<file path="src/rtl/flag_register.sv">
// Condition-flag producer: derives Z/N/V from the EX result, holds them, forwards same-cycle updates,
// and counts in-flight flag writers so decode can stall a dependent branch.
module flag_register #(
  parameter int DW           = 16,
  parameter int MAX_INFLIGHT = 2
) (
  input  logic          clk,
  input  logic          rst,
  input  logic [DW-1:0] alu_result,
  input  logic          alu_ovfl,
  input  logic [3:0]    ex_opcode,
  input  logic          ex_valid,
  input  logic          stall,
  input  logic          flush,
  input  logic          dec_sets_flags,
  output logic          Z,
  output logic          N,
  output logic          V,
  output logic          Z_fwd,
  output logic          N_fwd,
  output logic          V_fwd,
  output logic          flags_pending,
  output logic [1:0]    pend_cnt
);

  localparam logic [1:0] MAX_CNT = 2'(MAX_INFLIGHT);

  logic       z_raw, n_raw, v_raw;
  logic       upd_z, upd_nv;
  logic       commit, inc, dec;
  logic [1:0] cnt_next;

  assign z_raw = (alu_result == '0);
  assign n_raw = alu_result[DW-1];
  assign v_raw = alu_ovfl;

  // ADD/SUB write all three flags; logic/shift ops write only Z.
  always_comb begin
    upd_z  = 1'b0;
    upd_nv = 1'b0;
    case (ex_opcode)
      4'b0000, 4'b0001: begin
        upd_z  = 1'b1;
        upd_nv = 1'b1;
      end
      4'b0010, 4'b0100, 4'b0101, 4'b0110: upd_z = 1'b1;
      default: ;
    endcase
  end

  assign commit = ex_valid & ~stall;
  assign inc    = dec_sets_flags & ~stall & ~flush;
  assign dec    = commit & upd_z;

  assign Z_fwd = (ex_valid & upd_z)  ? z_raw : Z;
  assign N_fwd = (ex_valid & upd_nv) ? n_raw : N;
  assign V_fwd = (ex_valid & upd_nv) ? v_raw : V;

  always_ff @(posedge clk or posedge rst) begin
    if (rst) begin
      Z <= 1'b0;
      N <= 1'b0;
      V <= 1'b0;
    end else if (commit) begin
      if (upd_z)  Z <= z_raw;
      if (upd_nv) N <= n_raw;
      if (upd_nv) V <= v_raw;
    end
  end

  // Only the ID/EX writer is younger than EX, so a flush leaves nothing in flight.
  always_comb begin
    cnt_next = pend_cnt;
    if (flush)
      cnt_next = '0;
    else if (inc && !dec)
      cnt_next = (pend_cnt == MAX_CNT) ? pend_cnt : pend_cnt + 2'd1;
    else if (dec && !inc && pend_cnt != '0)
      cnt_next = pend_cnt - 2'd1;
  end

  always_ff @(posedge clk or posedge rst) begin
    if (rst) pend_cnt <= '0;
    else     pend_cnt <= cnt_next;
  end

  assign flags_pending = (pend_cnt != '0);

  no_underflow: assert property (@(posedge clk) disable iff (rst)
    !(dec && !inc && !flush && pend_cnt == '0));

endmodule

</file>
<file path="config.mk">
export PLATFORM = sky130hd
export DESIGN_NAME = flag_register
export DESIGN_NICKNAME = d
export VERILOG_FILES = /design/src/rtl/flag_register.sv
export SDC_FILE = /design/constraint.sdc
export NUM_CORES = 1
export LEC_CHECK = 0
export CORE_MARGIN = 1.5
export CORE_UTILIZATION = 26
export CTS_CLUSTER_DIAMETER = 100
export DETAILED_ROUTE_END_ITERATION = 7
export PLACE_DENSITY = 0.72
export RECOVER_POWER = 100
export SYNTH_ARGS = -nofsm -noshare
export SYNTH_HDL_FRONTEND = slang
export SYNTH_SLANG_ARGS = --single-unit
</file>
<file path="constraint.sdc">
create_clock -name clk -period 0.9 [get_ports clk]
set_input_delay 0.09 -clock clk [delete_from_list [all_inputs] [get_ports clk]]
set_output_delay 0.09 -clock clk [all_outputs]
set_load 0.02 [all_outputs]
</file>
==> summary.txt <==
Place
  – Placed Area: 883.3 um2
  – DP HPWL: 1.226 mm
  – Buffers on Ports: 35
  – Dpl ws: -985.5 ps
  – GP Congestion: 0.7202

Timing
  – Fin crit share: 124.7%
  – Setup_tns: -1887 ps
  – Headroom to the max-slew limit: 78.86%
  – Clock Skew: 0.03028 ps
  – Slew Viols, Final: 0
  – Peak Freq: 891.3 MHz
  – Slew @ Worst Pin: 314.8 ps
  – Final hold vios: 0
  – Min Tclk post-route: 1122 ps
  – Unrepaired setup endpoints after global routing: true
  – PnR worst setup slack: -221.9 ps
  – Finish-stage setup viols: 14
  – Hold WS: 193.8 ps

Detailed routing
  – DRT iter0 DRCs: 13
  – Drt total wl: 1.843 mm
  – Via density per instance: 4.842
  – Drt first pass iters: 4
  – Final ANT Viol Nets: 0
  – WL/cell: 16.17 um
  – Drt drc: 0
  – DR vias: 552

Clock tree
  – H-tree levels: 1
  – CTS tree: done
  – Clk buf depth: 2
  – CTS Hold Bufs: 0
  – CTS clk-pin slew, worst paths: 40 ps
  – CTS sink cnt: 5
  – Total CTS buffers: 3
  – Skew-Pair Late Insertion Delay: 240 ps
  – Root Driver: clkbuf_4

Die
  – Num rows: 13
  – I/O pin cnt: 36
  – Die width: 42.24 um
  – Die Y: 42.24 um
  – Area of the core: 0.001366 mm2
  – Die Footprint: 0.001784 mm2
  – Initial Util: 29.30%

Setup path
  – CP max FO: 4
  – Crit Path Class: reg -> reg
  – Critical Path RT: 1030 ps
  – WP data arrival: 1250 ps
  – FF-to-FF End: pend_cnt[0]
  – Reg2Reg Setup Slack: -220 ps
  – Crit end category: flip-flop
  – Worst R2R Path Depth: 4
  – Startpoint Class: flip-flop
  – Worst R2R Start: pend_cnt[1]

Global routing
  – Most used routing layer: met2
  – Global-route wire length before repair: 2.746 mm
  – Met3 Usage GRT: 2.155%
  – Gr usage total: 20.85%
  – Vias in the first global route: 629
  – Met1 Track Usage GR: 24.21%
  – Antenna violations before repair: 0
  – M2 GR Usage: 37.85%
  – Total congestion overflow: 0
  – Largest net degree at the start of global routing: 6

Synthesis
  – Synth top area cells: dfrtp_1 (31%), mux2_1 (11%), nor4_1 (6.3%), mux2i_1 (5.0%), nor3_2 (5.0%)
  – Yosys top cell area share: 31.25%
  – Mapped Area: 400.4 um2
  – Sequential share of the synthesized area: 31.25%
  – Main synth FF type: dfrtp_1
  – Syn Nets: 66
  – Synth cell types: 25
  – Most numerous cell in the Yosys netlist: dfrtp_1
  – Ys async rst share: 100.0%
  – Register bit total from synthesis: 5
  – Largest area contributor in the netlist: dfrtp_1
  – Synthesized instance count: 39
  – Synth warnings: 0
  – Synth top cells by count: dfrtp_1 (5), mux2_1 (4), nor4_1 (4)
  – Syn Area/Cell: 10.27 um2
  – Post-synth EDFFs: 0

Power
  – Psw: 332.9 uW
  – Clock network fraction of design power: 23.2%
  – Cell internal pwr: 748.9 uW
  – Static leakage: 0.0004836 uW
  – Combinational share of power: 52.1%
  – Worst vdd ir: 989.3 uV
  – Reg power frac: 24.7%
  – Power density over cell area: 1038 mW/mm2
  – Sw frac: 30.77%

Hold path
  – Hold WC Path Type: in -> async

Flow run
  – Max_cap viols: 0

Status
  – Violated checks: negative setup slack
  – Status: finished with violations

Layout
  – Fin util: 76.28%
  – Fraction of layout cells with a size suffix above 1: 72.73%
  – Synth-to-Final Area Change: 160.3%
  – Final nets: 127
  – Cell area after layout: 0.001042 mm2
  – # diodes: 0
layout by cell type (no fill, tap or decap), types with 2 or more instances in the layout:
master and count:
nor4_4 3, buf_6 21, mux2i_1 2, clkdlybuf4s50_1 2, mux2_4 4, nor4_2 2, dfrtp_1 4, clkdlybuf4s15_1 3
dlygate4sd2_1 4, buf_4 13, clkbuf_4 3, nand2_2 2, buf_2 11
through the flow:
stage,power [uW],cells
final,1082,114
after CTS,1057,112
after global routing,1142,114
after global placement,728.8,104
after floorplan,428.2,39
after detailed placement,737.9,104
power groups by stage:
stage	Sequential, uW	Clock, uW	Combinational, uW
final	267	251	564
after global routing	271	278	593
after CTS	263	262	532
after detailed placement	265	0	473
after global placement	264	0	464
after floorplan	303	0	125
routing by layer:
| layer | up-vias | part of all wire (%) |
|---|---|---|
| met4 | 0 | 0 |
| li1 | 267 | - |
| met5 | - | 0 |
| met2 | 14 | 56 |
| met3 | 0 | 3.0 |
| met1 | 271 | 41 |
worst max path at each step:
stage	start	endpoint	slack [ps]	cells past startpoint
4_1_cts	ex_opcode[3]	N_fwd	-220	5
2_1_floorplan	pend_cnt[1]	pend_cnt[0]	-100	3
3_3_place_gp	alu_result[9]	Z_fwd	-970	5
5_1_grt	pend_cnt[1]	pend_cnt[0]	-310	4
6_report	pend_cnt[1]	pend_cnt[0]	-220	4
3_5_place_dp	alu_result[9]	Z_fwd	-990	5
repair_timing:
action / CTS / global route
endpoints found under the hold margin: 0 / 0
gates cloned: 0 / 0
buffers inserted: 5 / 4
resized for setup: 139 / 16
setup endpoints to repair: 14 / 14
pin swaps: 11 / 7
registers in the layout (all words and copies together), names as in the netlist:
name and flops:
Z 1, V 1, pend_cnt 2, N 1
cells by family (layout without fill, tap and decap cells):
| family | count (synthesis) | after routing | share of synthesized area (%) |
|---|---|---|---|
| and+or+nand+nor | 21 | 21 | 39.69 |
| AOI/OAI and AO/OA | 6 | 6 | 11.88 |
| muxes | 6 | 6 | 16.25 |
| DFF | 5 | 5 | 31.25 |
| buffers and inverters | 1 | 61 | 0.9366 |
worst max-delay path, cell delays in order (launching register included):
cell and delay [ps]:
dfrtp_2 400, buf_6 120, and2b_1 190, mux2i_1 100, o41ai_2 210
cell type report:
type,instances,area (um2)
flip-flops and latches,5,126.4
inverters,1,3.754
clock buffers,4,26.28
well taps,15,18.77
repair buffers,56,489.2
fillers,95,324.1
multi-input cells,33,377.9
Power figures use the tool's default switching activity.
==> RTL edit, RTL diff (same settings) <==
`DW`: 16 -> 32.
--- a/src/rtl/flag_register.sv
+++ b/src/rtl/flag_register.sv
@@ -2,5 +2,5 @@
 // and counts in-flight flag writers so decode can stall a dependent branch.
 module flag_register #(
-  parameter int DW           = 16,
+  parameter int DW           = 32,
   parameter int MAX_INFLIGHT = 2
 ) (
Interface: changed (resized alu_result); port bits go from 36 to 52. The function was not compared with the original's and may differ.
==> RTL edit against the unedited design <==
  * The flow still finishes with violations (negative setup slack)
  * Total power rose by 9.9%
  * Sequential cell count did not move
  * Synthesized cell count rose by 15%
  * Wire length rose by 13%
  * Synthesized area rose by 4.7%
  * Die area rose by 4.4%
  * Setup slack got worse by 0.080 ns
  * Via count rose by 26%
  * Final cell count rose by 18%
  * Final area rose by 24%
  * Register-to-register slack improved by 0.03 ns
==> RTL edit: results (changes against the unedited design) <==
.. list-table::
   :header-rows: 1

   * - Metric
     - Value
   * - LEAKAGE
     - 0.5890 nW (+22%)
   * - Depth of the worst register-to-register path
     - 3 (-1)
   * - Cell variety after synth
     - 23 (-8.0%)
   * - Worst reg-to-reg setup slack
     - -0.19 ns (+0.03 ns)
   * - Largest net degree at the start of global routing
     - 8 (+2)
   * - Average wire per standard cell
     - 15.59 um (-3.6%)
   * - Final estimated routing congestion in global placement
     - 0.7474 (+3.8%)
   * - Syn Area/Cell
     - 9.314 um^2 (-9.3%)
   * - HPWL after detailed placement
     - 1.556 mm (+27%)
   * - Final nets
     - 162 (+28%)
   * - Largest delay contributor family on the critical path
     - simple AND/OR/NAND/NOR gates
   * - Clock Skews
     - 0.000005190 ns (-0.00002509 ns)
   * - Violated checks
     - negative setup slack
   * - Vias
     - 697 (+26%)
   * - Post-detailed-placement cell area
     - 0.001120 mm^2 (+27%)
   * - Top cell types by occurrence after synthesis
     - 8 x sky130_fd_sc_hd__nor4_1, 5 x sky130_fd_sc_hd__dfrtp_1, 4 x sky130_fd_sc_hd__mux2_2, 4 x sky130_fd_sc_hd__nand2_1
   * - Number of I/O port buffers
     - 51 (+46%)
   * - Total instance count after detailed placement
     - 126 (+21%)
   * - Smallest setup slack after layout
     - -0.3023 ns (-0.08032 ns)
   * - Max stage delay cell, worst path
     - sky130_fd_sc_hd__o31ai_4
   * - Worst hold margin
     - 0.2011 ns (+0.007295 ns)
   * - Max VDD drop
     - 0.8969 mV (-9.3%)
   * - Core footprint
     - 0.001506 mm^2 (+10%)
   * - Filler Cell Count
     - 86 (-9.5%)
   * - Worst r2r dst
     - pend_cnt[1]
   * - Layout cell share with drive strength beyond 1
     - 77.97% (+5.2 points)
   * - Wire length of the first global-routing pass
     - 3.256 mm (+19%)
   * - Startpoint of the worst setup timing path
     - alu_result[4]
   * - GR Util All Layers
     - 24.11% (+3.3 points)
   * - Crit-path max FO
     - 2 (-2)
   * - Outcome
     - finished with violations
   * - WP data arrival
     - 1.11 ns (-0.14 ns)
   * - Final count of negative-setup-slack endpoints
     - 12 (-2)
   * - Leading post-synthesis cells by cell area
     - sky130_fd_sc_hd__dfrtp_1 30%, sky130_fd_sc_hd__nor4_1 12%, sky130_fd_sc_hd__mux2_2 11%
   * - Seq/Total Area, Yosys
     - 29.85% (-1.4 points)
   * - Setup total negative slack
     - -1.792 ns (+0.09582 ns)
   * - Largest stage delay on the critical path
     - 0.28 ns (-0.12 ns)
   * - Number of global-route vias before repair
     - 715 (+14%)
## RTL edit: metal layers
metal	track usage [%]	share of wire [%]	vias to the layer above
met3	8.936	11	6
met4	10.30	1.5	0
met2	41.79	49	44
met5	0	0	-
li1	-	-	333
met1	25.78	38	314
## RTL edit: power by group
group | switching, mW | internal, mW | leakage, nW
Sequential | 0.0183 | 0.251 | 0.0627
Clock | 0.0990 | 0.168 | 0.0150
Combinational | 0.261 | 0.391 | 0.511
Total | 0.378 | 0.810 | 0.589
## RTL edit: logic make-up after synthesis
| logic type | Yosys count | synth area share (%) |
|---|---|---|
| multiplexers | 4 | 10.75 |
| buffers and inverters | 3 | 2.686 |
| AO/OA/AOI/OAI | 12 | 26.57 |
| flip-flops | 5 | 29.85 |
| AND/OR/NAND/NOR | 21 | 30.15 |
## RTL edit: worst reg2reg max path: cells and delay by family (launching register included)
family	cells	cell delay, ns
buffers and inverters	1	0.13
AO/OA/AOI/OAI	2	0.48
flip-flops	1	0.37
## RTL edit: layout make-up
cell class / count / area, um^2 / area share [%]
Tap cell: 16 / 20.02 / 1.546
Multi-Input combinational cell: 37 / 509.2 / 39.32
Inverter: 2 / 7.507 / 0.5797
Timing Repair Buffer: 70 / 604.3 / 46.67
Clock buffer: 4 / 26.28 / 2.029
Sequential cell: 5 / 127.6 / 9.855
## RTL edit: timing repair
item / in CTS / in global routing
endpoints found under the setup margin: 14 / 14
pin swaps: 16 / 7
resized for setup: 182 / 33
hold endpoints to repair: 0 / 0
buffers inserted: 5 / 3
## RTL edit: worst min path at each step
stage	endpoint	from
after floorplan	N	rst
after global placement	V	rst
after detailed placement	V	rst
after CTS	V	rst
after global routing	Z	rst
final	Z	rst
